===== config.mk =====
export PLATFORM = sky130hd
export DESIGN_NAME = glip_uart_peer
export DESIGN_NICKNAME = d
export VERILOG_FILES = /design/src/rtl/glip_uart_pkg.sv /design/src/rtl/glip_uart_sync_fifo.sv /design/src/rtl/glip_uart_peer.sv
export SDC_FILE = /design/constraint.sdc
export NUM_CORES = 1
export LEC_CHECK = 0
export CORE_MARGIN = 2
export CORE_UTILIZATION = 65
export DETAILED_ROUTE_END_ITERATION = 8
export PLACE_DENSITY = 0.85
export RECOVER_POWER = 50
export SETUP_SLACK_MARGIN = 0.15
export SKIP_LAST_GASP = 1
export SYNTH_ARGS = -nofsm -noshare
export SYNTH_HDL_FRONTEND = slang
export SYNTH_SLANG_ARGS = --single-unit

===== constraint.sdc =====
create_clock -name clk -period 8.22 [get_ports clk]
set_clock_uncertainty 0.15 [all_clocks]
set_input_delay 2.055 -clock clk [delete_from_list [all_inputs] [get_ports clk]]
set_output_delay 2.055 -clock clk [all_outputs]
set_load 0.02 [all_outputs]

===== src/rtl/glip_uart_pkg.sv =====
// glip_uart_pkg
//   Shared constants and state types for the host-side GLIP UART peer.
//   ESC starts every escape sequence on the line. CMD_LOGIC_RST follows ESC
//   to request a logic reset. CREDIT_HI_TAG marks the first payload byte of
//   a credit message.
package glip_uart_pkg;

  localparam logic [7:0] ESC           = 8'hFE;
  localparam logic [7:0] CMD_LOGIC_RST = 8'h01;
  localparam logic [1:0] CREDIT_HI_TAG = 2'b10;

  typedef enum logic [1:0] {
    DEC_IDLE,
    DEC_ESC,
    DEC_CRED_LO
  } dec_state_t;

  typedef enum logic [1:0] {
    ENC_IDLE,
    ENC_BYTE0,
    ENC_BYTE1,
    ENC_BYTE2
  } enc_state_t;

  // Which message the encoder is currently sending.
  typedef enum logic [1:0] {
    MSG_RST,
    MSG_CREDIT,
    MSG_DATA
  } msg_kind_t;

endpackage


===== src/rtl/glip_uart_sync_fifo.sv =====
// glip_uart_sync_fifo
//   Single-clock first-word-fall-through FIFO with an occupancy output.
//   The head entry is presented on o_data whenever o_empty is low.
// Ports:
//   clk, rst        clock and synchronous active-low reset
//   i_push, i_data  write strobe and data (ignored while full)
//   i_pop           consume head entry (ignored while empty)
//   o_data          head entry
//   o_empty/o_full  status flags
//   o_count         number of stored entries
module glip_uart_sync_fifo #(
  parameter int WIDTH = 8,
  parameter int DEPTH = 64
) (
  input  logic                     clk,
  input  logic                     rst,
  input  logic                     i_push,
  input  logic [WIDTH-1:0]         i_data,
  input  logic                     i_pop,
  output logic [WIDTH-1:0]         o_data,
  output logic                     o_empty,
  output logic                     o_full,
  output logic [$clog2(DEPTH):0]   o_count
);

  localparam int AW = $clog2(DEPTH);

  logic [WIDTH-1:0] r_mem [DEPTH];
  logic [AW-1:0]    r_wr_ptr;
  logic [AW-1:0]    r_rd_ptr;
  logic [AW:0]      r_count;
  logic             w_push;
  logic             w_pop;

  assign o_empty = (r_count == '0);
  assign o_full  = (r_count == (AW+1)'(DEPTH));
  assign o_count = r_count;
  assign w_push  = i_push & ~o_full;
  assign w_pop   = i_pop & ~o_empty;

  // Read is combinational so the head byte is visible the cycle after it
  // was written, which the fall-through behaviour depends on.
  assign o_data = r_mem[r_rd_ptr];

  always_ff @(posedge clk) begin
    if (w_push) begin
      r_mem[r_wr_ptr] <= i_data;
    end
  end

  always_ff @(posedge clk) begin
    if (!rst) begin
      r_wr_ptr <= '0;
      r_rd_ptr <= '0;
      r_count  <= '0;
    end else begin
      if (w_push) r_wr_ptr <= r_wr_ptr + 1'b1;
      if (w_pop)  r_rd_ptr <= r_rd_ptr + 1'b1;
      case ({w_push, w_pop})
        2'b10:   r_count <= r_count + 1'b1;
        2'b01:   r_count <= r_count - 1'b1;
        default: r_count <= r_count;
      endcase
    end
  end

endmodule


===== src/rtl/glip_uart_peer.sv =====
// glip_uart_peer
//   Host-side endpoint of the GLIP UART credit/escape protocol.
//   Egress: user bytes are escaped (FE -> FE FE) and spend one credit each;
//   credit messages and logic-reset commands are inserted between messages.
//   Ingress: the line is decoded into data bytes (buffered in an rx FIFO)
//   and credit messages (added to tx_credit); free rx space is granted back.
// Ports:
//   clk, rst                 clock, synchronous active-low reset
//   tx_data/valid/ready      user egress byte stream
//   rx_data/valid/ready      user ingress byte stream
//   line_out_data/enable     byte to UART transmitter, enable held until done
//   line_out_done            transmitter finished current byte
//   line_in_data/enable      byte strobe from UART receiver
//   logic_rst_req            request a logic-reset command
//   tx_credit                current egress credit
//   error                    sticky protocol/overflow error
module glip_uart_peer
  import glip_uart_pkg::*;
#(
  parameter int CREDIT_WIDTH     = 14,
  parameter int RX_FIFO_DEPTH    = 64,
  parameter int CREDIT_THRESHOLD = 16
) (
  input  logic                    clk,
  input  logic                    rst,
  input  logic [7:0]              tx_data,
  input  logic                    tx_valid,
  output logic                    tx_ready,
  output logic [7:0]              rx_data,
  output logic                    rx_valid,
  input  logic                    rx_ready,
  output logic [7:0]              line_out_data,
  output logic                    line_out_enable,
  input  logic                    line_out_done,
  input  logic [7:0]              line_in_data,
  input  logic                    line_in_enable,
  input  logic                    logic_rst_req,
  output logic [CREDIT_WIDTH-1:0] tx_credit,
  output logic                    error
);

  localparam int CNT_W = $clog2(RX_FIFO_DEPTH) + 1;
  localparam int HI_W  = CREDIT_WIDTH - 8;
  localparam logic [CREDIT_WIDTH:0] CREDIT_MAX = {1'b0, {CREDIT_WIDTH{1'b1}}};
  localparam logic [CREDIT_WIDTH:0] DEPTH_C    = (CREDIT_WIDTH+1)'(RX_FIFO_DEPTH);
  localparam logic [CREDIT_WIDTH:0] THRESH_C   = (CREDIT_WIDTH+1)'(CREDIT_THRESHOLD);

  dec_state_t              r_dec_state;
  logic [HI_W-1:0]         r_cred_hi;
  enc_state_t              r_enc_state;
  msg_kind_t               r_enc_kind;
  logic [7:0]              r_line_data;
  logic                    r_line_en;
  logic [CREDIT_WIDTH-1:0] r_tx_credit;
  logic [CREDIT_WIDTH-1:0] r_outstanding;
  logic [CREDIT_WIDTH-1:0] r_cred_val;
  logic                    r_cred_pend;
  logic                    r_rst_pend;
  logic                    r_error;

  logic                    w_dec_push;
  logic                    w_dec_cred;
  logic                    w_dec_err;
  logic [CREDIT_WIDTH-1:0] w_cred_add;
  logic                    w_fifo_empty;
  logic                    w_fifo_full;
  logic [7:0]              w_fifo_data;
  logic [CNT_W-1:0]        w_fifo_count;
  logic                    w_tx_xfer;
  logic                    w_grant_done;
  logic [CREDIT_WIDTH:0]   w_tx_sum;
  logic [CREDIT_WIDTH:0]   w_out_sum;
  logic [CREDIT_WIDTH:0]   w_out_next;
  logic [CREDIT_WIDTH:0]   w_used;
  logic [CREDIT_WIDTH:0]   w_free;
  logic                    w_grant_now;

  // ---------------- ingress decoder ----------------
  always_comb begin
    w_dec_push = 1'b0;
    w_dec_cred = 1'b0;
    w_dec_err  = 1'b0;
    if (line_in_enable) begin
      case (r_dec_state)
        DEC_IDLE:    w_dec_push = (line_in_data != ESC);
        DEC_ESC: begin
          if (line_in_data == ESC)                     w_dec_push = 1'b1;
          else if (line_in_data[7:6] != CREDIT_HI_TAG) w_dec_err  = 1'b1;
        end
        DEC_CRED_LO: w_dec_cred = 1'b1;
        default:     w_dec_err  = 1'b0;
      endcase
    end
  end

  assign w_cred_add = w_dec_cred ? {r_cred_hi, line_in_data} : '0;

  always_ff @(posedge clk) begin
    if (!rst) begin
      r_dec_state <= DEC_IDLE;
      r_cred_hi   <= '0;
    end else if (line_in_enable) begin
      case (r_dec_state)
        DEC_IDLE: if (line_in_data == ESC) r_dec_state <= DEC_ESC;
        DEC_ESC: begin
          if (line_in_data != ESC && line_in_data[7:6] == CREDIT_HI_TAG) begin
            r_cred_hi   <= line_in_data[HI_W-1:0];
            r_dec_state <= DEC_CRED_LO;
          end else begin
            r_dec_state <= DEC_IDLE;
          end
        end
        default: r_dec_state <= DEC_IDLE;
      endcase
    end
  end

  glip_uart_sync_fifo #(
    .WIDTH (8),
    .DEPTH (RX_FIFO_DEPTH)
  ) u_rx_fifo (
    .clk     (clk),
    .rst     (rst),
    .i_push  (w_dec_push),
    .i_data  (line_in_data),
    .i_pop   (rx_ready),
    .o_data  (w_fifo_data),
    .o_empty (w_fifo_empty),
    .o_full  (w_fifo_full),
    .o_count (w_fifo_count)
  );

  assign rx_valid = ~w_fifo_empty;
  assign rx_data  = w_fifo_empty ? 8'h00 : w_fifo_data;

  // ---------------- credit accounting ----------------
  assign w_tx_xfer    = tx_valid & tx_ready;
  // BYTE2 only exists in credit messages, so its done closes a grant.
  assign w_grant_done = (r_enc_state == ENC_BYTE2) & line_out_done;
  assign w_tx_sum     = {1'b0, r_tx_credit} + {1'b0, w_cred_add}
                        - (CREDIT_WIDTH+1)'(w_tx_xfer);
  assign w_out_sum    = {1'b0, r_outstanding}
                        + (w_grant_done ? {1'b0, r_cred_val} : '0);
  assign w_out_next   = (w_dec_push && w_out_sum != '0) ? w_out_sum - 1'b1 : w_out_sum;
  assign w_used       = (CREDIT_WIDTH+1)'(w_fifo_count) + {1'b0, r_outstanding};
  assign w_free       = (w_used >= DEPTH_C) ? '0 : DEPTH_C - w_used;
  // r_cred_pend stays set until the message has fully left the line, so the
  // same space is never granted twice.
  assign w_grant_now  = ~r_cred_pend & (w_free >= THRESH_C);

  always_ff @(posedge clk) begin
    if (!rst) begin
      r_tx_credit   <= '0;
      r_outstanding <= '0;
      r_cred_val    <= '0;
      r_cred_pend   <= 1'b0;
      r_error       <= 1'b0;
    end else begin
      r_tx_credit   <= (w_tx_sum > CREDIT_MAX) ? CREDIT_MAX[CREDIT_WIDTH-1:0]
                                               : w_tx_sum[CREDIT_WIDTH-1:0];
      r_outstanding <= (w_out_next > CREDIT_MAX) ? CREDIT_MAX[CREDIT_WIDTH-1:0]
                                                 : w_out_next[CREDIT_WIDTH-1:0];
      if (w_grant_now) begin
        r_cred_pend <= 1'b1;
        r_cred_val  <= w_free[CREDIT_WIDTH-1:0];
      end else if (w_grant_done) begin
        r_cred_pend <= 1'b0;
      end
      if (w_dec_err || (w_dec_push && (w_fifo_full || r_outstanding == '0))) begin
        r_error <= 1'b1;
      end
    end
  end

  // ---------------- egress encoder ----------------
  assign tx_ready = (r_enc_state == ENC_IDLE) & (r_tx_credit != '0)
                    & ~r_rst_pend & ~r_cred_pend;

  always_ff @(posedge clk) begin
    if (!rst) begin
      r_enc_state <= ENC_IDLE;
      r_enc_kind  <= MSG_DATA;
      r_line_data <= '0;
      r_line_en   <= 1'b0;
      r_rst_pend  <= 1'b0;
    end else begin
      if (logic_rst_req) r_rst_pend <= 1'b1;
      case (r_enc_state)
        ENC_IDLE: begin
          if (r_rst_pend) begin
            r_enc_kind  <= MSG_RST;
            r_line_data <= ESC;
            r_line_en   <= 1'b1;
            r_enc_state <= ENC_BYTE0;
            if (!logic_rst_req) r_rst_pend <= 1'b0;
          end else if (r_cred_pend) begin
            r_enc_kind  <= MSG_CREDIT;
            r_line_data <= ESC;
            r_line_en   <= 1'b1;
            r_enc_state <= ENC_BYTE0;
          end else if (w_tx_xfer) begin
            r_enc_kind  <= MSG_DATA;
            r_line_data <= tx_data;
            r_line_en   <= 1'b1;
            r_enc_state <= ENC_BYTE0;
          end
        end
        ENC_BYTE0: begin
          if (line_out_done) begin
            case (r_enc_kind)
              MSG_RST: begin
                r_line_data <= CMD_LOGIC_RST;
                r_enc_state <= ENC_BYTE1;
              end
              MSG_CREDIT: begin
                r_line_data <= {CREDIT_HI_TAG, r_cred_val[CREDIT_WIDTH-1:8]};
                r_enc_state <= ENC_BYTE1;
              end
              default: begin
                // A data FE needs a second FE; anything else is done.
                if (r_line_data == ESC) begin
                  r_enc_state <= ENC_BYTE1;
                end else begin
                  r_line_en   <= 1'b0;
                  r_enc_state <= ENC_IDLE;
                end
              end
            endcase
          end
        end
        ENC_BYTE1: begin
          if (line_out_done) begin
            if (r_enc_kind == MSG_CREDIT) begin
              r_line_data <= r_cred_val[7:0];
              r_enc_state <= ENC_BYTE2;
            end else begin
              r_line_en   <= 1'b0;
              r_enc_state <= ENC_IDLE;
            end
          end
        end
        default: begin
          if (line_out_done) begin
            r_line_en   <= 1'b0;
            r_enc_state <= ENC_IDLE;
          end
        end
      endcase
    end
  end

  assign line_out_data   = r_line_data;
  assign line_out_enable = r_line_en;
  assign tx_credit       = r_tx_credit;
  assign error           = r_error;

endmodule


### Word level (Yosys, flattened, before mapping)

Memories as Yosys holds them, arrays and structs flattened. A register that Yosys moved wholly into a read port is not among the register bits.
Index checks and enable logic that the tools add are counted.
W data, S select, Z words.

* input bits: 23
* register bits: 85
* output and inout bits: 34
* memories: 1
* logic and storage cells: 150
* memory bits (writable): 512

Memories
* u_rx_fifo.r_mem: words 64, bits a word 8, rd ports 1, clocked after memory_dff 1, wr ports 1, line glip_uart_sync_fifo.sv:28 `logic [WIDTH-1:0] r_mem [DEPTH];`

* bitwise gates (word level): 12
* $lt $le $gt $ge: 4
* mux-type cells: 61
* add/sub/neg operators: 10
* reduce and logical (&&, ||, !) cells: 24
* equal/unequal tests: 23

Operators by type and width (number)
* $mux W14: 4
* $mux W8: 7
* $add A14 B14 Y15: 2
* $gt A15 B14 Y1 const B: 2
* $mux W15: 2
* $mux W2: 14
* $mux W1: 25
* $pmux W8 S3: 1
* $eq A8 B8 Y1 const B: 2
* $ne A2 B2 Y1 const B: 8
* $pmux W8 S2: 1
* $add A7 B14 Y15: 1
* $ge A15 B5 Y1 const B: 1
* $ge A15 B7 Y1 const B: 1
* $reduce_bool A15 Y1: 1
* $sub A15 B1 Y15: 1
* $sub A15 B1 Y15 const B: 1
* $sub A7 B15 Y15 const A: 1
* $logic_not A14 Y1: 1
* $pmux W7 S2: 1
* $reduce_bool A14 Y1: 1
* $add A6 B1 Y6 const B: 2
* $mux W6: 2
* $eq A2 B2 Y1 const B: 5
* other kinds (25): 47

### Depth between registers and ports, before layout

Gate-level depths: netlist of the first run.

* word-level depth: 9
* depth in mapped cells: 21
* depth with buffers taken out: 19

### By module

A second synthesis of the first run with hierarchy kept.

* cells, all modules: 1775
* area, all modules: 26604.3 um^2

Modules (own cells, without submodules)
* glip_uart_sync_fifo: instances 1, cells each 1082, area an instance 21216.6 um^2, sequential area each 15875.2 um^2
* glip_uart_peer: instances 1, cells each 693, area an instance 5387.7 um^2, sequential area each 1321.3 um^2

### Worst setup path before layout of the first run

Ideal clock, no wire load.

* path kind: input-to-reg
* start: in line_in_enable
* end: reg r_tx_credit[10] (netlist: tx_credit[10])
* data required time: 8.012 ns
* setup time: 0.058 ns
* setup slack: 2.232 ns
* data arrival time: 5.780 ns
* buffers on the path: 2
* cell stages on the path: 18
* path through: inv_1 -> nor3b_1 -> clkbuf_1 -> nand2_1 -> ha_1 -> inv_1 -> ha_1 -> fa_1 -> a21o_1 -> a21oi_1 -> nand2b_1 -> a211oi_1 -> a41o_1 -> o41ai_1 -> o21ai_0 -> xor2_1 -> clkbuf_1 -> o21a_1

* longest elaborated chain between the ends: 6

RTL lines
* from (decl): line glip_uart_peer.sv:36 `input logic line_in_enable,`
* $mux W1 (*): line glip_uart_peer.sv:83 `if (line_in_enable) begin`
* $mux W14 (*): line glip_uart_peer.sv:96 `assign w_cred_add = w_dec_cred ? {r_cred_hi, line_in_data} : '0;`
* $add A14 B14 Y15 (*): line glip_uart_peer.sv:140 `assign w_tx_sum = {1'b0, r_tx_credit} + {1'b0, w_cred_add}`
* $sub A15 B1 Y15 (*): line glip_uart_peer.sv:141 `- (CREDIT_WIDTH+1)'(w_tx_xfer);`
* $gt A15 B14 Y1: line glip_uart_peer.sv:159 `r_tx_credit <= (w_tx_sum > CREDIT_MAX) ? CREDIT_MAX[CREDIT_WIDTH-1:0]`
* $mux W14 (*): line glip_uart_peer.sv:159
* to (signal assigned): line glip_uart_peer.sv:159
* to (decl): line glip_uart_peer.sv:54 `logic [CREDIT_WIDTH-1:0] r_tx_credit;`

Every way passes the cells marked *; elsewhere a longest branch is shown, timed or not.
A chain may end at the register's enable or synchronous reset.

==> results of run 1 <==
worst max path at each step:
stage                  endpoint  depth (start not counted)           start
3_3_place_gp   r_outstanding[9]                         14   line_out_done
6_report             rx_data[1]                          6            flop
4_1_cts              rx_data[3]                          6            flop
2_1_floorplan     tx_credit[10]                         18  line_in_enable
3_5_place_dp   r_outstanding[9]                         14   line_out_done
5_1_grt              rx_data[4]                          6            flop
cells in the mapped netlist (4+ instances only):
library cell               instances  area share
sky130_fd_sc_hd__a211o_1           6      0.0020
sky130_fd_sc_hd__a211oi_1         14      0.0040
sky130_fd_sc_hd__a21o_1           21      0.0060
sky130_fd_sc_hd__a21oi_1          46      0.0088
sky130_fd_sc_hd__a31oi_1           8      0.0019
sky130_fd_sc_hd__and2_1            8      0.0019
sky130_fd_sc_hd__and3_1           23      0.0055
sky130_fd_sc_hd__buf_1            18      0.0026
sky130_fd_sc_hd__buf_2             8      0.0015
sky130_fd_sc_hd__clkbuf_1         52      0.0074
sky130_fd_sc_hd__dfxtp_1          91       0.069
sky130_fd_sc_hd__edfxtp_1        512        0.59
sky130_fd_sc_hd__fa_1              4      0.0030
sky130_fd_sc_hd__ha_1             65       0.031
sky130_fd_sc_hd__inv_1            70       0.010
sky130_fd_sc_hd__mux2i_1          10      0.0038
sky130_fd_sc_hd__mux4_2          168        0.14
sky130_fd_sc_hd__nand2_1          66      0.0094
sky130_fd_sc_hd__nand2b_1         10      0.0024
sky130_fd_sc_hd__nand3_1          25      0.0048
sky130_fd_sc_hd__nand3b_1          8      0.0023
sky130_fd_sc_hd__nand4_1          20      0.0048
sky130_fd_sc_hd__nor2_1          145       0.021
sky130_fd_sc_hd__nor2b_1          25      0.0060
sky130_fd_sc_hd__nor3_1           27      0.0051
sky130_fd_sc_hd__nor4_1           10      0.0024
sky130_fd_sc_hd__o211ai_1          4      0.0011
sky130_fd_sc_hd__o21a_1           25      0.0071
sky130_fd_sc_hd__o21ai_0          33      0.0063
sky130_fd_sc_hd__o21ai_1           4     0.00076
sky130_fd_sc_hd__or3_1             7      0.0017
sky130_fd_sc_hd__or4_1             5      0.0014
sky130_fd_sc_hd__xnor2_1          26      0.0087
sky130_fd_sc_hd__xor2_1           22      0.0073
tightest hold or removal path, delay by kind of cell (launching register included):
family	cells	cell delay, ns
and+or+nand+nor	1	0.05
AOI/OAI and AO/OA	1	0.05
DFF	1	0.32
flip-flops by register name, indices dropped and copies added (netlist names), 6 cells and up, named ones only:
signal and flops:
u_rx_fifo.r_mem 512, r_cred_val 14, r_outstanding 14, tx_credit 14, line_out_data 8, u_rx_fifo.o_count 7, r_cred_hi 6, u_rx_fifo.r_rd_ptr 6
u_rx_fifo.r_wr_ptr 6
cell families (layout without fill, tap and decap cells):
| group | after synthesis | in the layout | synth area share |
|---|---|---|---|
| compound gates | 196 | 196 | 0.0507 |
| xor+xnor | 48 | 48 | 0.0160 |
| fa+ha+maj | 69 | 69 | 0.0340 |
| buf+inv | 148 | 245 | 0.0215 |
| flops | 603 | 603 | 0.655 |
| mux | 178 | 178 | 0.148 |
| simple gates | 398 | 398 | 0.0749 |
through the flow:
step / setup WS [ns] / utilization / instance area, µm²
2_1_floorplan: 2.23 / - / 26300
3_3_place_gp: 1.50 / 0.686 / 27300
3_5_place_dp: 1.28 / 0.686 / 27300
4_1_cts: 1.39 / 0.732 / 29200
5_1_grt: 1.26 / 0.731 / 29100
6_report: 1.51 / 0.731 / 29100
area by class of cell:
class,count,area (µm²)
Tap cell,525,657
Multi-Input combinational cell,889,8500
Fill cell,2313,10700
Sequential cell,603,17200
Clock inverter,21,273
Inverter,70,263
Clock buffer,80,1580
Timing Repair Buffer,74,634
report_power, final:
part	leakage [nW]	total, W	switching (W)	internal, W
logic	3.48	0.00276	0.00154	0.00123
clock network	0.910	0.00268	0.00115	0.00153
registers	5.35	0.00364	0.000184	0.00346
total	9.74	0.00908	0.00287	0.00622
metal layers:
layer	vias to the layer above	wire [µm]
li1	6531	-
met5	-	13
met1	7825	23700
met3	183	6590
met4	2	3070
met2	969	32600
==> out/summary.json, run 1 <==
{
  "run_status": {"value": "finished with violations"},
  "violated_checks": {"value": "max-capacitance violations, max-slew violations"},
  "die_w": {"value": 205, "unit": "µm"},
  "numClockSinks": {"value": 603},
  "finalWeightedCongestion": {"value": 0.899},
  "globalRouteTotalUtil": {"value": 0.325},
  "synthesis.yosys.warnings": {"value": 0},
  "peakVddDrop": {"value": 298, "unit": "µV"},
  "post_route_clock_period_utilization": {"value": 0.816},
  "via_count": {"value": 15510},
  "tritoncts_clock_tree": {"value": "built"},
  "synthesis.area_per_instance": {"value": 16.0, "unit": "µm²"},
  "hold_viol_final": {"value": 0},
  "synth_seq_cells": {"value": 603},
  "slew_limit_fails": {"value": 494},
  "detailedPlacementHpwl": {"value": 39.3, "unit": "mm"},
  "setup.reg_to_reg.worst_slack": {"value": 3.17, "unit": "ns"},
  "grt-ovfl-total": {"value": 0},
  "core_area": {"value": 39800, "unit": "µm²"},
  "place_inst": {"value": 2161},
  "antenna_left": {"value": 0},
  "worst_r2r_startpoint": {"value": "tx_credit[0]"},
  "slew_headroom": {"value": -1.25},
  "final_common_cell": {"value": "sky130_fd_sc_hd__edfxtp_1"},
  "totalPowerFinal": {"value": 0.00908, "unit": "W"},
  "antenna-diode-count": {"value": 0},
  "gr-usage-met1": {"value": 0.423},
  "cp-start-kind": {"value": "flop"},
  "min_period": {"value": 6.71, "unit": "ns"},
  "post_cts.resized_instances": {"value": 0},
  "placement.io_buffers": {"value": 56},
  "die_height": {"value": 205, "unit": "µm"},
  "cellLeakagePower": {"value": 9.74, "unit": "nW"},
  "setup-violations-final": {"value": 0},
  "clk_latency": {"value": 0.61, "unit": "ns"},
  "finalNonFillerCells": {"value": 2262},
  "synthDistinctLibCells": {"value": 69},
  "finalNetCount": {"value": 1786},
  "critical_path.cell_chain": {"value": "buf_4 -> mux4_2 -> mux4_2 -> mux4_2 -> nor2b_1 -> clkdlybuf4s50_1"},
  "num_rows": {"value": 73},
  "slowest_stage_delay_on_critical_path": {"value": 0.97, "unit": "ns"},
  "drt-vias-per-instance": {"value": 6.86},
  "setup.worst_path.class": {"value": "flop to primary output"},
  "worstHoldEndpoint": {"value": "line_out_enable"},
  "floorplan.die_area": {"value": 42000, "unit": "µm²"},
  "cts_root_buf": {"value": "sky130_fd_sc_hd__clkbuf_16"},
  "grt-busiest-layer": {"value": "met2"},
  "pin_count": {"value": 57},
  "start_util": {"value": 0.659},
  "dominantRegCellSynth": {"value": "sky130_fd_sc_hd__edfxtp_1"},
  "rr_worst_depth": {"value": 19},
  "synth_async_sr_flop_share": {"value": 0},
  "final_setup_tns": {"value": 0, "unit": "ns"},
  "highest_count_cells_in_the_layout_ignoring_fill_and_taps": {"value": "sky130_fd_sc_hd__edfxtp_1 (512), sky130_fd_sc_hd__mux4_2 (168), sky130_fd_sc_hd__nor2_1 (145), sky130_fd_sc_hd__dfxtp_1 (88), sky130_fd_sc_hd__inv_1 (70)"},
  "areaGrowthSynthToFinish": {"value": 10.9, "unit": "%"},
  "post_drt_wl_per_cell": {"value": 29.2, "unit": "µm"},
  "gr-usage-met2": {"value": 0.534},
  "cts-root-to-sink-buffers": {"value": 3},
  "worst-path-buf-inv": {"value": 2},
  "crit_path_top_delay_cell": {"value": "sky130_fd_sc_hd__dfxtp_4"},
  "hold_class": {"value": "flop to flop"},
  "grt_first_pass_wirelength": {"value": 98.7, "unit": "mm"},
  "synth-edff-count": {"value": 512},
  "cts_made_buffers": {"value": 56},
  "timing.critical_path.required": {"value": 6.02, "unit": "ns"},
  "clkTransAtPathRegs": {"value": 0.06, "unit": "ns"},
  "setup.worst_path.end_class": {"value": "primary output"},
  "ctsHtreeMaxLevel": {"value": 2},
  "holdPathStages": {"value": 2},
  "fmax": {"value": 0.149, "unit": "GHz"},
  "route.final.wire_length": {"value": 66.0, "unit": "mm"},
  "most_prevalent_standard_cell_on_the_critical_path": {"value": "sky130_fd_sc_hd__mux4_2"},
  "path_delay_family": {"value": "multiplexers"},
  "grt_pass1_vias": {"value": 15516},
  "tightest_slew": {"value": 3.37, "unit": "ns"},
  "powerDensity": {"value": 312, "unit": "nW/µm²"},
  "gr-usage-met3": {"value": 0.0703},
  "hold_slack": {"value": 0.319, "unit": "ns"},
  "syn_area": {"value": 26300, "unit": "µm²"},
  "grt_antenna_before_repair": {"value": 2},
  "regToRegEndpoint": {"value": "tx_credit[4]"},
  "min_from": {"value": "line_out_enable"},
  "drt_pass1_iterations": {"value": 6},
  "synth_fp_nets": {"value": 1732},
  "post-cts-setup-buffers": {"value": 0},
  "rsz0062_at_grt": {"value": "false"},
  "post_synthesis_cells": {"value": 1640},
  "drt_iter0_drc": {"value": 1639},
  "max_cap_violations": {"value": 9},
  "cts.hold.buffers_added": {"value": 0},
  "grt_max_degree": {"value": 98},
  "final_layout_size_suffix_gt1_frac": {"value": 0.158},
  "detail_route.drc_violations": {"value": 0},
  "worst_ep_arrival_time": {"value": 4.50, "unit": "ns"},
  "sequential_area_share_after_synthesis": {"value": 0.655},
  "cp_max_fo": {"value": 45}
}
Note: power is estimated with default switching activity, not from simulation.
==> inputs of run 2 (changes only) <==
Settings changed: CORE_UTILIZATION 65 to 56, PLACE_DENSITY 0.85 to 0.78.
Clock period 8.22 ns to 5.89 ns, I/O delays scaled along.
==> run 2 against run 1 <==
  * The run still ends with max-capacitance violations, max-slew violations left
  * Clock-buffer cell count decreased by 16
  * Flip-flop and latch count unchanged
  * Die area is 16% higher
  * Power up 41%
  * Routed wire length is 7.0% lower
  * Non-clock buffer count increased by 20
  * Register-to-register slack worse by 2.0 ns
  * First-iteration DRC count is 6.7% lower
  * Worst setup slack lost 0.99 ns
  * Core utilization down 9.6 points
  * Clock power is 41% higher
  * Via count is 3.4% lower
==> out/summary.json, run 2 (same netlist as run 1, synthesis figures left out) <==
{
  "run_status": {"value": "finished with violations"},
  "violated_checks": {"value": "max-capacitance violations, max-slew violations"},
  "pin_count": {"value": 57, "change": "unchanged"},
  "clk_latency": {"value": 0.65, "unit": "ns", "change": "+0.04 ns"},
  "post_route_clock_period_utilization": {"value": 0.911},
  "finalWeightedCongestion": {"value": 0.846, "change": "-5.9%"},
  "multi_input_area": {"value": 8510, "unit": "µm²", "change": "about the same"},
  "numClockSinks": {"value": 603, "change": "unchanged"},
  "min_period": {"value": 5.37, "unit": "ns"},
  "areaGrowthSynthToFinish": {"value": 12.4, "unit": "%"},
  "rsz0062_at_grt": {"value": "false"},
  "clkTransAtPathRegs": {"value": 0.06, "unit": "ns", "change": "about the same"},
  "critical_path.cell_chain": {"value": "buf_12 -> buf_12 -> mux4_2 -> mux4_2 -> mux4_2 -> nor2b_1 -> clkdlybuf4s50_1"},
  "post_drt_wl_per_cell": {"value": 25.9, "unit": "µm", "change": "-11%"},
  "place_inst": {"value": 2259, "change": "+4.5%"},
  "fmax": {"value": 0.186, "unit": "GHz"},
  "drt_iter0_drc": {"value": 1530, "change": "-6.7%"},
  "hold_class": {"value": "flop to flop"},
  "antenna-diode-count": {"value": 0, "change": "unchanged"},
  "grt_pass1_vias": {"value": 15163, "change": "-2.3%"},
  "num_rows": {"value": 79, "change": "+8.2%"},
  "cp.depth": {"value": 7, "change": "+1"},
  "route.final.wire_length": {"value": 61.4, "unit": "mm", "change": "-7.0%"},
  "ctsHtreeMaxLevel": {"value": 2, "change": "unchanged"},
  "rr_worst_depth": {"value": 19, "change": "unchanged"},
  "highest_count_cells_in_the_layout_ignoring_fill_and_taps": {"value": "sky130_fd_sc_hd__edfxtp_1 (512), sky130_fd_sc_hd__mux4_2 (168), sky130_fd_sc_hd__nor2_1 (145), sky130_fd_sc_hd__dfxtp_1 (88), sky130_fd_sc_hd__inv_1 (70)"},
  "path_delay_family": {"value": "multiplexers"},
  "finalNonFillerCells": {"value": 2370, "change": "+4.8%"},
  "via_count": {"value": 14980, "change": "-3.4%"},
  "worst-path-buf-inv": {"value": 3, "change": "+1"},
  "tritoncts_clock_tree": {"value": "built"},
  "die_height": {"value": 221, "unit": "µm", "change": "+7.6%"},
  "setup-violations-final": {"value": 0, "change": "unchanged"},
  "cts-root-to-sink-buffers": {"value": 3, "change": "unchanged"},
  "finalNetCount": {"value": 1807, "change": "+1.2%"},
  "setup.reg_to_reg.worst_slack": {"value": 1.15, "unit": "ns", "change": "-2.02 ns"},
  "holdPathStages": {"value": 2, "change": "unchanged"},
  "die_w": {"value": 221, "unit": "µm", "change": "+7.6%"},
  "final_core_util": {"value": 0.636, "change": "-0.0957"},
  "placement.io_buffers": {"value": 56, "change": "unchanged"},
  "final_layout_size_suffix_gt1_frac": {"value": 0.170, "change": "+0.0118"},
  "timing.critical_path.required": {"value": 4.27, "unit": "ns", "change": "-1.75 ns"},
  "detailedPlacementHpwl": {"value": 38.2, "unit": "mm", "change": "-2.8%"},
  "tightest_slew": {"value": 3.23, "unit": "ns", "change": "-0.136 ns"},
  "antenna_left": {"value": 0, "change": "unchanged"},
  "most_prevalent_standard_cell_on_the_critical_path": {"value": "sky130_fd_sc_hd__mux4_2"},
  "core_area": {"value": 46500, "unit": "µm²", "change": "+17%"},
  "hold_viol_final": {"value": 0, "change": "unchanged"},
  "peakVddDrop": {"value": 351, "unit": "µV", "change": "+18%"},
  "cts_made_buffers": {"value": 57, "change": "+1.8%"},
  "totalPowerFinal": {"value": 0.0128, "unit": "W", "change": "+41%"},
  "cp-start-kind": {"value": "flop"},
  "crit_path_end": {"value": "rx_data[1]"},
  "slowest_stage_delay_on_critical_path": {"value": 0.59, "unit": "ns", "change": "-0.38 ns"},
  "start_util": {"value": 0.565, "change": "-0.0942"},
  "drt-vias-per-instance": {"value": 6.32, "change": "-7.8%"},
  "grt_first_pass_wirelength": {"value": 92.2, "unit": "mm", "change": "-6.6%"},
  "seq_area": {"value": 17200, "unit": "µm²", "change": "unchanged"},
  "final_common_cell": {"value": "sky130_fd_sc_hd__edfxtp_1"},
  "grt-ovfl-total": {"value": 0, "change": "unchanged"},
  "powerDensity": {"value": 433, "unit": "nW/µm²", "change": "+39%"},
  "max_cap_violations": {"value": 10, "change": "+1"},
  "drt_pass1_iterations": {"value": 6, "change": "unchanged"},
  "crit_path_top_delay_cell": {"value": "sky130_fd_sc_hd__mux4_2"},
  "regToRegEndpoint": {"value": "tx_credit[11]"},
  "detail_route.drc_violations": {"value": 0, "change": "unchanged"},
  "setup.worst_path.class": {"value": "flop to primary output"},
  "floorplan.die_area": {"value": 48600, "unit": "µm²", "change": "+16%"},
  "slew_limit_fails": {"value": 582, "change": "+18%"},
  "cts_root_buf": {"value": "sky130_fd_sc_hd__clkbuf_16"},
  "grt_max_degree": {"value": 77, "change": "-21%"},
  "register_ranked_first_by_flip_flop_count": {"value": "u_rx_fifo.r_mem"},
  "cellLeakagePower": {"value": 9.87, "unit": "nW", "change": "+1.3%"},
  "cp_max_fo": {"value": 32, "change": "-29%"},
  "grt_antenna_before_repair": {"value": 2, "change": "unchanged"},
  "worst_r2r_startpoint": {"value": "tx_credit[11]"},
  "globalRouteTotalUtil": {"value": 0.259, "change": "-0.0662"},
  "total_of_fill_cells_in_the_finished_design": {"value": 3206, "change": "+39%"},
  "worst_ep_arrival_time": {"value": 3.74, "unit": "ns", "change": "-0.76 ns"},
  "slew_headroom": {"value": -1.15, "change": "+0.0908"},
  "setup.worst_path.end_class": {"value": "primary output"},
  "largest_register_ffs": {"value": 512, "change": "unchanged"}
}
## run 2: worst reg2reg max path: cells and delay by family, from the launching register on
family	cells	cell delay [ns]
xor+xnor	1	0.53
flops	1	0.35
fa+ha+maj	3	0.90
simple gates	6	1.07
compound gates	7	1.57
buf+inv	2	0.12
## run 2: power breakdown
part | total, W | switching [W] | internal, W
clock network | 0.00379 | 0.00164 | 0.00215
registers | 0.00503 | 0.000198 | 0.00483
logic | 0.00395 | 0.00217 | 0.00178
## run 2: what timing repair did
action,4_1_cts,5_1_grt
cloned,0,0
endpoints found under the setup margin,1,10
hold endpoints to repair,0,0
hold buffers,0,0
gates resized for setup,0,1
setup buffers,4,0
## run 2: routing by layer
metal,GRT usage,share of wire
met3,0.0652,0.086
met5,0,0.00042
met4,0.0909,0.030
met1,0.336,0.39
met2,0.428,0.49
## run 2: how the worst min path moves through the flow
stage / from / to / slack [ns]
floorplan: r_cred_val[8] / r_cred_val[8] / 0.29
global placement: line_out_enable / line_out_enable / 0.30
detailed placement: line_out_enable / line_out_enable / 0.31
CTS: line_out_enable / line_out_enable / 0.32
global route: line_out_enable / line_out_enable / 0.34
finish: line_out_enable / line_out_enable / 0.31
## run 2: area by class of cell
class,instances,share of cell area
Sequential cell,603,0.583
Multi-Input combinational cell,889,0.288
Clock buffer,64,0.0495
Timing Repair Buffer,94,0.0283
Tap cell,607,0.0257
Clock inverter,43,0.0165
Inverter,70,0.00890
## run 2: stage by stage
stage	worst slack (ns)	setup TNS, ns	area [µm²]	hold slack (ns)
after floorplan	0.484	0	26300	0.289
after global placement	0.120	0	27600	0.304
after detailed placement	-0.114	-1.31	27600	0.308
after CTS	0.474	0	29600	0.318
after global routing	0.363	0	29500	0.340
final	0.525	0	29500	0.312
==> inputs of run 3 (changes only) <==
Settings changed: GPL_TIMING_DRIVEN from default to 0.
==> run 3 against run 2 <==
  * The flow still finishes with violations (max-capacitance violations, max-slew violations)
  * Flip-flop and latch count unchanged
  * Largest power group unchanged
  * Die area unchanged
  * Clock power decreased by 5.3%
  * Critical path depth unchanged
  * Sequential power decreased by 0.8%
  * Combinational power increased by 3%
  * Fmax decreased by 5.2%
  * Power decreased by 1.1%
  * Largest cell class unchanged
  * Register-to-register slack about the same
  * Hold slack improved by 0.023 ns
  * Non-clock buffer count increased by 50
  * First-iteration DRC count increased by 24%
==> out/summary.json, run 3 (same netlist as run 1, synthesis figures left out) <==
{
  "die_height": {"value": 221, "unit": "µm", "change": "unchanged"},
  "pin_count": {"value": 57, "change": "unchanged"},
  "rsz0062_at_grt": {"value": "false"},
  "slew_headroom": {"value": -0.283, "change": "+0.871"},
  "final_core_util": {"value": 0.637, "change": "+0.00135"},
  "ctsHtreeMaxLevel": {"value": 2, "change": "unchanged"},
  "max_cap_violations": {"value": 3, "change": "-7"},
  "violated_checks": {"value": "max-capacitance violations, max-slew violations"},
  "core_area": {"value": 46500, "unit": "µm²", "change": "unchanged"},
  "hold_viol_final": {"value": 0, "change": "unchanged"},
  "areaGrowthSynthToFinish": {"value": 12.7, "unit": "%"},
  "post_route_clock_period_utilization": {"value": 0.961, "change": "+0.0499"},
  "floorplan.die_area": {"value": 48600, "unit": "µm²", "change": "unchanged"},
  "num_rows": {"value": 79, "change": "unchanged"},
  "final_common_cell": {"value": "sky130_fd_sc_hd__edfxtp_1"},
  "most_prevalent_standard_cell_on_the_critical_path": {"value": "sky130_fd_sc_hd__mux4_2"},
  "setup.reg_to_reg.worst_slack": {"value": 1.16, "unit": "ns", "change": "about the same"},
  "rr_worst_depth": {"value": 21, "change": "+2"},
  "finalNetCount": {"value": 1857, "change": "+2.8%"},
  "worst_r2r_startpoint": {"value": "r_enc_state[0]"},
  "cp-start-kind": {"value": "flop"},
  "worst_ep_arrival_time": {"value": 4.04, "unit": "ns", "change": "+0.30 ns"},
  "critical_path.cell_chain": {"value": "clkbuf_2 -> clkbuf_2 -> mux4_2 -> mux4_2 -> mux4_2 -> nor2b_1 -> clkdlybuf4s50_1"},
  "run_status": {"value": "finished with violations"},
  "dpl_cell_area": {"value": 27700, "unit": "µm²", "change": "+0.49%"},
  "cp_max_fo": {"value": 10, "change": "-69%"},
  "globalRouteTotalUtil": {"value": 0.265, "change": "+0.00638"},
  "highest_count_cells_in_the_layout_ignoring_fill_and_taps": {"value": "sky130_fd_sc_hd__edfxtp_1 (512), sky130_fd_sc_hd__mux4_2 (168), sky130_fd_sc_hd__nor2_1 (145), sky130_fd_sc_hd__dfxtp_1 (91), sky130_fd_sc_hd__inv_1 (70)"},
  "grt_antenna_before_repair": {"value": 1, "change": "-1"},
  "start_util": {"value": 0.565, "change": "unchanged"},
  "via_count": {"value": 15435, "change": "+3.0%"},
  "holdPathStages": {"value": 2, "change": "unchanged"},
  "min_from": {"value": "r_cred_val[2]"},
  "cts_made_buffers": {"value": 57, "change": "unchanged"},
  "drt-vias-per-instance": {"value": 6.38, "change": "+0.99%"},
  "numClockSinks": {"value": 603, "change": "unchanged"},
  "cellLeakagePower": {"value": 9.96, "unit": "nW", "change": "+0.93%"},
  "register_ranked_first_by_flip_flop_count": {"value": "u_rx_fifo.r_mem"},
  "grt-ovfl-total": {"value": 0, "change": "unchanged"},
  "place_inst": {"value": 2312, "change": "+2.3%"},
  "post_drt_wl_per_cell": {"value": 26.0, "unit": "µm", "change": "+0.39%"},
  "setup.worst_path.class": {"value": "flop to primary output"},
  "clk_latency": {"value": 0.62, "unit": "ns", "change": "-0.03 ns"},
  "placement.io_buffers": {"value": 56, "change": "unchanged"},
  "finalNonFillerCells": {"value": 2418, "change": "+2.0%"},
  "drt_iter0_drc": {"value": 1898, "change": "+24%"},
  "fmax": {"value": 0.177, "unit": "GHz", "change": "-5.2%"},
  "min_period": {"value": 5.66, "unit": "ns", "change": "+0.294 ns"},
  "peakVddDrop": {"value": 363, "unit": "µV", "change": "+3.4%"},
  "powerDensity": {"value": 427, "unit": "nW/µm²", "change": "-1.3%"},
  "setup.worst_path.end_class": {"value": "primary output"},
  "worstHoldEndpoint": {"value": "r_cred_val[2]"},
  "drt_pass1_iterations": {"value": 6, "change": "unchanged"},
  "finalWeightedCongestion": {"value": 0.898, "change": "+6.1%"},
  "tritoncts_clock_tree": {"value": "built"},
  "largest_register_ffs": {"value": 512, "change": "unchanged"},
  "hold_class": {"value": "flop to flop"},
  "detailedPlacementHpwl": {"value": 40.3, "unit": "mm", "change": "+5.5%"},
  "setup-violations-final": {"value": 0, "change": "unchanged"},
  "clkTransAtPathRegs": {"value": 0.06, "unit": "ns", "change": "about the same"},
  "antenna_left": {"value": 0, "change": "unchanged"},
  "totalPowerFinal": {"value": 0.0126, "unit": "W", "change": "-1.1%"},
  "cts.hold.buffers_added": {"value": 0, "change": "unchanged"},
  "final_area": {"value": 29600, "unit": "µm²", "change": "+0.21%"},
  "route.final.wire_length": {"value": 62.8, "unit": "mm", "change": "+2.4%"},
  "cts-root-to-sink-buffers": {"value": 3, "change": "unchanged"},
  "cts_root_buf": {"value": "sky130_fd_sc_hd__clkbuf_16"},
  "slew_limit_fails": {"value": 119, "change": "-80%"},
  "final_layout_size_suffix_gt1_frac": {"value": 0.174, "change": "+0.00432"},
  "crit_path_top_delay_cell": {"value": "sky130_fd_sc_hd__mux4_2"},
  "detail_route.drc_violations": {"value": 0, "change": "unchanged"},
  "timing.critical_path.required": {"value": 4.27, "unit": "ns", "change": "about the same"},
  "grt_pass1_vias": {"value": 15334, "change": "+1.1%"},
  "die_w": {"value": 221, "unit": "µm", "change": "unchanged"},
  "slowest_stage_delay_on_critical_path": {"value": 0.56, "unit": "ns", "change": "-0.03 ns"},
  "regToRegEndpoint": {"value": "tx_credit[8]"},
  "grt_first_pass_wirelength": {"value": 94.8, "unit": "mm", "change": "+2.8%"},
  "tightest_slew": {"value": 1.92, "unit": "ns", "change": "-1.31 ns"},
  "grt_max_degree": {"value": 52, "change": "-32%"},
  "antenna-diode-count": {"value": 0, "change": "unchanged"}
}
-- run 3: timing repair --
item	4_1_cts	5_1_grt
resized for setup	59	45
pin swaps	0	1
setup buffers	0	1
setup endpoints to repair	21	37
-- run 3: power breakdown --
group	switching (W)	internal, W	leakage [nW]	total (W)
clock	0.00161	0.00198	0.868	0.00359
sequential	0.000166	0.00482	5.35	0.00499
combinational	0.00226	0.00180	3.74	0.00406
total	0.00403	0.00860	9.96	0.0126
-- run 3: cell type report --
cell class | instances | area [µm²]
Fill cell | 3200 | 16900
Buffer | 78 | 380
Tap cell | 607 | 759
Timing Repair Buffer | 66 | 643
Inverter | 70 | 263
Sequential cell | 603 | 17200
Multi-Input combinational cell | 889 | 8540
Clock buffer | 71 | 1490
Clock inverter | 34 | 319
-- run 3: routing by layer --
layer  routed length [µm]  vias up  GRT usage  part of all wire
met5                   11        -          0           0.00018
met4                 2150        2     0.0847             0.034
met3                 5450      150     0.0543             0.087
met2                30500      796      0.433              0.48
met1                24800     7810      0.362              0.39
li1                     -     6677          -                 -
-- run 3: through the flow --
stage | hold slack, ns | setup slack (ns) | TNS (ns)
after floorplan | 0.289 | 0.484 | 0
after global placement | 0.318 | -1.84 | -741.54
after detailed placement | 0.322 | -1.19 | -28.45
after CTS | 0.329 | 0.151 | 0
after global routing | 0.356 | 0.0939 | 0
final | 0.336 | 0.231 | 0
-- run 3: worst max path at each step --
| stage | cells after the start | from | to |
|---|---|---|---|
| final | 7 | flop | rx_data[0] |
| after global routing | 18 | line_in_data[4] | u_rx_fifo.o_count[6] |
| after CTS | 7 | flop | rx_data[0] |
| after detailed placement | 19 | line_in_enable | tx_credit[8] |
| after global placement | 16 | line_in_data[0] | tx_credit[8] |
| after floorplan | 18 | line_in_enable | tx_credit[10] |
-- run 3: worst max-delay path: cells and delay by family (launching register included) --
family | cells | cell delay, ns
muxes | 3 | 1.53
and+or+nand+nor | 1 | 0.17
buffers and inverters | 3 | 1.36
DFF | 1 | 0.37
